$ cat src/rtl/ifu_fetch_responder_pkg.sv
// Shared types and constants for the IFU fetch responder: widths, AXI read responses, FSM states.
package ifu_fetch_responder_pkg;

    localparam int          ADDR_W_DEF   = 32;
    localparam int          INST_W_DEF   = 32;
    localparam logic [31:0] ERR_INST_DEF = 32'h0000_0000;

    localparam logic [1:0] RRESP_OKAY   = 2'b00;
    localparam logic [1:0] RRESP_EXOKAY = 2'b01;
    localparam logic [1:0] RRESP_SLVERR = 2'b10;
    localparam logic [1:0] RRESP_DECERR = 2'b11;

    typedef enum logic [1:0] {
        ST_IDLE,
        ST_AR,
        ST_R,
        ST_RESP
    } fetch_state_e;

    // Instruction fetches must be word aligned; anything else is answered locally.
    function automatic logic is_misaligned(input logic [1:0] pc_lsb);
        return pc_lsb != 2'b00;
    endfunction

endpackage

$ cat src/rtl/ifu_fetch_responder.sv
// One-at-a-time PC -> AXI4-Lite read -> instruction responder; aligned fetch returns 3 cycles after accept, misaligned 1.
// pc_ready is high only in IDLE; the response is held in RESP for as long as inst_ready stays low.
module ifu_fetch_responder
    import ifu_fetch_responder_pkg::*;
#(
    parameter int                ADDR_W   = ADDR_W_DEF,
    parameter int                INST_W   = INST_W_DEF,
    parameter logic [INST_W-1:0] ERR_INST = ERR_INST_DEF
) (
    input  logic              clk,
    input  logic              rst,
    input  logic [ADDR_W-1:0] ARBITER_IFU_pc,
    input  logic              ARBITER_IFU_pc_valid,
    output logic              ARBITER_IFU_pc_ready,
    output logic [INST_W-1:0] ARBITER_IFU_inst,
    output logic              ARBITER_IFU_inst_valid,
    input  logic              ARBITER_IFU_inst_ready,
    output logic              ARBITER_IFU_inst_err,
    output logic              ARBITER_IFU_err_sticky,
    output logic [ADDR_W-1:0] araddr,
    output logic              arvalid,
    input  logic              arready,
    input  logic [INST_W-1:0] rdata,
    input  logic [1:0]        rresp,
    input  logic              rvalid,
    output logic              rready
);

    fetch_state_e      state_q;
    logic              pc_ready_q;
    logic [INST_W-1:0] inst_q;
    logic              inst_valid_q;
    logic              inst_err_q;
    logic              err_sticky_q;
    logic [ADDR_W-1:0] araddr_q;
    logic              arvalid_q;
    logic              rready_q;

    // Every handshake output is a register so the bus and IFU see glitch-free levels.
    always_ff @(posedge clk or negedge rst) begin
        if (!rst) begin
            state_q      <= ST_IDLE;
            pc_ready_q   <= 1'b1;
            inst_q       <= '0;
            inst_valid_q <= 1'b0;
            inst_err_q   <= 1'b0;
            err_sticky_q <= 1'b0;
            araddr_q     <= '0;
            arvalid_q    <= 1'b0;
            rready_q     <= 1'b0;
        end else begin
            unique case (state_q)
                ST_IDLE: begin
                    if (ARBITER_IFU_pc_valid) begin
                        pc_ready_q <= 1'b0;
                        if (is_misaligned(ARBITER_IFU_pc[1:0])) begin
                            state_q      <= ST_RESP;
                            inst_q       <= ERR_INST;
                            inst_err_q   <= 1'b1;
                            err_sticky_q <= 1'b1;
                            inst_valid_q <= 1'b1;
                        end else begin
                            state_q   <= ST_AR;
                            araddr_q  <= ARBITER_IFU_pc;
                            arvalid_q <= 1'b1;
                        end
                    end
                end
                ST_AR: begin
                    if (arready) begin
                        state_q   <= ST_R;
                        arvalid_q <= 1'b0;
                        rready_q  <= 1'b1;
                    end
                end
                ST_R: begin
                    if (rvalid) begin
                        state_q      <= ST_RESP;
                        rready_q     <= 1'b0;
                        inst_valid_q <= 1'b1;
                        if (rresp != RRESP_OKAY) begin
                            inst_q       <= ERR_INST;
                            inst_err_q   <= 1'b1;
                            err_sticky_q <= 1'b1;
                        end else begin
                            inst_q     <= rdata;
                            inst_err_q <= 1'b0;
                        end
                    end
                end
                ST_RESP: begin
                    if (ARBITER_IFU_inst_ready) begin
                        state_q      <= ST_IDLE;
                        inst_valid_q <= 1'b0;
                        pc_ready_q   <= 1'b1;
                    end
                end
                default: begin
                    state_q      <= ST_IDLE;
                    pc_ready_q   <= 1'b1;
                    inst_valid_q <= 1'b0;
                    arvalid_q    <= 1'b0;
                    rready_q     <= 1'b0;
                end
            endcase
        end
    end

    assign ARBITER_IFU_pc_ready   = pc_ready_q;
    assign ARBITER_IFU_inst       = inst_q;
    assign ARBITER_IFU_inst_valid = inst_valid_q;
    assign ARBITER_IFU_inst_err   = inst_err_q;
    assign ARBITER_IFU_err_sticky = err_sticky_q;
    assign araddr                 = araddr_q;
    assign arvalid                = arvalid_q;
    assign rready                 = rready_q;

endmodule

$ cat config.mk
export PLATFORM = sky130hd
export DESIGN_NAME = ifu_fetch_responder
export DESIGN_NICKNAME = d
export VERILOG_FILES = /design/src/rtl/ifu_fetch_responder_pkg.sv /design/src/rtl/ifu_fetch_responder.sv
export SDC_FILE = /design/constraint.sdc
export NUM_CORES = 1
export LEC_CHECK = 0
export ABC_AREA = 0
export CORE_ASPECT_RATIO = 1.25
export CORE_MARGIN = 2
export CORE_UTILIZATION = 42
export DETAILED_ROUTE_END_ITERATION = 8
export HOLD_SLACK_MARGIN = 0.05
export PLACE_DENSITY = 0.87
export SETUP_SLACK_MARGIN = 0.5
export SKIP_LAST_GASP = 1
export SYNTH_ARGS = -nofsm -noshare
export SYNTH_HDL_FRONTEND = slang
export SYNTH_SLANG_ARGS = --single-unit
$ cat constraint.sdc
create_clock -name clk -period 2.2 [get_ports clk]
set_clock_uncertainty 0.1 [all_clocks]
set_input_delay 0.22 -clock clk [delete_from_list [all_inputs] [get_ports clk]]
set_output_delay 0.22 -clock clk [all_outputs]
set_load 0.01 [all_outputs]
==> reports/qor.txt <==
YOSYS
-------------------------------------------------------------------------------
Top post-synthesis cells by area                                   dfrtp_1, mux2i_1, mux2_2
Warnings, synthesis                                                           0
Average size of a mapped cell                                         12.54 µm²
Mapped cell area                                                       3197 µm²
Post-synthesis mux area share                                            0.2172
Adder-cell share of the synthesized area                                0.02348
Xor and xnor fraction of the mapped netlist area                              0
Mapped Cells                                                                255
Largest family of logic cells by synthesized area                  multiplexers
Total nets after synthesis                                                  333
Simple-gate area share of the yosys netlist                             0.07006
Share of synthesized area occupied by flip-flops and latches             0.5640
Unique cell type count in the Yosys netlist                                  33
Compound-gate portion of the synthesized area                           0.03953
Yosys top cell area share                                                0.5558
Number of flip-flops and latches in the synthesized netlist                  72
Biggest area consumer among synthesized cells                           dfrtp_1

ROUTE
-------------------------------------------------------------------------------
Antenna-violating nets left                                                   0
Wire length reported by the detailed router                            9.367 mm
Avg Vias per Cell                                                         4.830
Initial DRT Pass Iterations                                                   4
Post-route DRC                                                                0
Iter 0 DRT Violations                                                        79
Average wire per standard cell                                         17.67 µm
Total via count after detailed routing                                    2,560

CRITICAL PATH
-------------------------------------------------------------------------------
Worst setup SP type                                                    register
Worst setup path startpoint                                        state_q[0]$_DFFE_PN0P_
Arrival @ worst endpoint                                                1.99 ns
Crit Path Max Fanout                                                          8
Worst flop-to-flop path startpoint                                 state_q[0]$_DFFE_PN0P_
Type of the worst setup path                                         reg -> reg
Type of element capturing the critical path                            register
Critical Path RT                                                        2.35 ns

DIE
-------------------------------------------------------------------------------
Initial standard-cell utilization of the core                            0.4345
Die width                                                              82.04 µm
Core region area                                                       7357 µm²
Site row count                                                               35
Total die area                                                         8330 µm²
Number of placed I/O pins                                                   142
Die Ht                                                                 101.5 µm

CLOCKING
-------------------------------------------------------------------------------
Clock-pin slew on the worst setup and hold paths                        0.07 ns
H-tree depth                                                                  3
CTS sink cnt                                                                 72
Latest clock arrival within the worst-skew pair                         0.33 ns
Cts bufs inserted                                                             9
Root buffer cell                                                       clkbuf_8
Max Root-Sink Buffers                                                         2
TritonCTS clock tree                                                       done

PLACE
-------------------------------------------------------------------------------
Port Buffer Count                                                           141
Detailed placer's ending HPWL                                          5.671 mm
Placed cell count                                                           482
Post-DP Area                                                           4691 µm²
Final weighted congestion of routability-driven global placement         0.7864

TIMING
-------------------------------------------------------------------------------
Worst hold slack                                                      0.3275 ns
Setup_tns                                                                  0 ns
Count of pins over their slew limit                                           0
Final Critical Period                                                  1.842 ns
Max Clk Rate                                                          542.8 MHz
Slew HR                                                                  0.4811
Pin slew with the least headroom to its limit                         0.7784 ns
Endpoints failing hold                                                        0
Setup-violating endpoint count in the final report                            0
Crit share post-route                                                    0.8374
Setup repair after global routing missed its margin                        true

POWER
-------------------------------------------------------------------------------
Worst supply voltage drop on vdd                                       1.133 mV
Power per unit of standard cell area                                1315 nW/µm²
Leakage dissipation                                                    2.416 nW

LAYOUT
-------------------------------------------------------------------------------
Final std cells w/o fill                                                    530
Layout cells sized above 1                                               0.2306
Post-Layout Inst Area                                                  5575 µm²
Top library cells by usage in the layout, fill and taps aside      clkdlybuf4s50_1, dfrtp_1, inv_1
Core occupancy in the finished layout                                    0.7578
Leading cell type in the layout, fill and taps excluded            clkdlybuf4s50_1
# nets final                                                                511
Layout-stage area growth over the synthesis result                       74.40%
Antenna diodes                                                                0

GRT
-------------------------------------------------------------------------------
Remaining global-route overflow                                               0
Pin count of the biggest net entering global routing                         41
Antenna violations before repair                                              0
Wire length of the first global-routing pass                           12.80 mm
Combined global-route utilization of all metal layers                    0.2067
Via count of the first global-routing pass                                2,561

STATUS
-------------------------------------------------------------------------------
Run status                                                            completed

FLOW RUN
-------------------------------------------------------------------------------
Number of violations of the max-capacitance limit                             0

HOLD PATH
-------------------------------------------------------------------------------
Startpoint of the most critical hold path                             rdata[19]
Worst hold path class                                                 in -> reg

Yosys cell counts:
cell and n:
dfrtp_1 71, o2bb2ai_1 1, a2111oi_4 1, o21ai_1 1, and4bb_1 1, a211o_1 1, o21ai_0 1, mux2i_1 33
buf_12 3, mux2_1 2, a211oi_2 1, nor2b_1 3, nor3b_1 1, buf_2 3, nand2_1 33, inv_1 38
dfstp_2 1, buf_6 5, a21o_1 2, and2b_1 1, nor2_1 7, o41ai_1 1, a21oi_1 1, o22ai_1 1
mux2_4 1, a2111oi_0 1, and2b_4 1, o31ai_1 1, nor3b_2 1, mux2_2 29, o211ai_1 1, ha_1 6
nor3_1 1
per-stage QoR:
| stage | power, mW | setup slack (ns) |
|---|---|---|
| after floorplan | 3.725 | 0.4537 |
| after global placement | 4.876 | 0.2791 |
| after detailed placement | 4.982 | 0.1634 |
| after CTS | 6.863 | 0.3605 |
| after global routing | 7.682 | 0.2558 |
| final | 7.332 | 0.3576 |
worst max-delay path, stage by stage, from the launching register on:
cell and delay [ns]:
dfrtp_1 0.36, inv_2 0.09, ha_4 0.18, and2b_4 0.18, a211oi_4 0.28, buf_6 0.19
buf_12 0.15, mux2i_4 0.23
state kept, by name, summed over array words and instances, names as in the netlist:
signal and cells:
araddr 32, ARBITER_IFU_inst 32, ARBITER_IFU_err_sticky 1, rready 1, ARBITER_IFU_pc_ready 1, arvalid 1, state_q 2, ARBITER_IFU_inst_err 1
ARBITER_IFU_inst_valid 1
layer usage:
layer | track usage | routed length, µm | vias up
met5 | 0 | 0 | -
met4 | 0.09231 | 252 | 0
met3 | 0.03743 | 448 | 18
met2 | 0.3540 | 5044 | 108
met1 | 0.2516 | 3620 | 1249
li1 | - | - | 1185
where the power goes:
part,switching (mW),internal [mW]
logic,1.53,2.53
clock network,0.467,0.670
registers,0.310,1.82
final timing paths:
kind	cells past startpoint	slack, ns	to
worst max-delay path	7	0.36	ARBITER_IFU_inst[2]$_DFFE_PN0P_
worst min-delay path	3	0.33	ARBITER_IFU_inst[19]$_DFFE_PN0P_
worst max register to register	7	0.36	ARBITER_IFU_inst[2]$_DFFE_PN0P_
worst min register to register	1	0.37	ARBITER_IFU_err_sticky$_DFFE_PN0P_
max in group asynchronous	3	0.91	araddr[29]$_DFFE_PN0P_
min in group asynchronous	2	0.41	araddr[0]$_DFFE_PN0P_
layout make-up:
cell class	instances	area, µm²
inverters	38	142.6
fillers	476	1782
flip-flops and latches	72	1804
well taps	92	115.1
multi-input cells	134	1340
repair buffers	178	1959
clock inverters	3	65.06
clock buffers	13	148.9
kinds of logic after synthesis:
logic type,count (synthesis)
DFF,72
muxes,65
buffers and inverters,49
and+or+nand+nor,49
AOI/OAI and AO/OA,14
adders and majority gates,6
repair_timing:
action                     CTS  global route
setup buffers               17             6
hold buffers                 1             0
hold endpoints to repair    31             0
pin swaps                    5             2
setup endpoints to repair   67            68
gates cloned                 5             3
resized for setup           23            39
(Power assumes the default switching activity.)
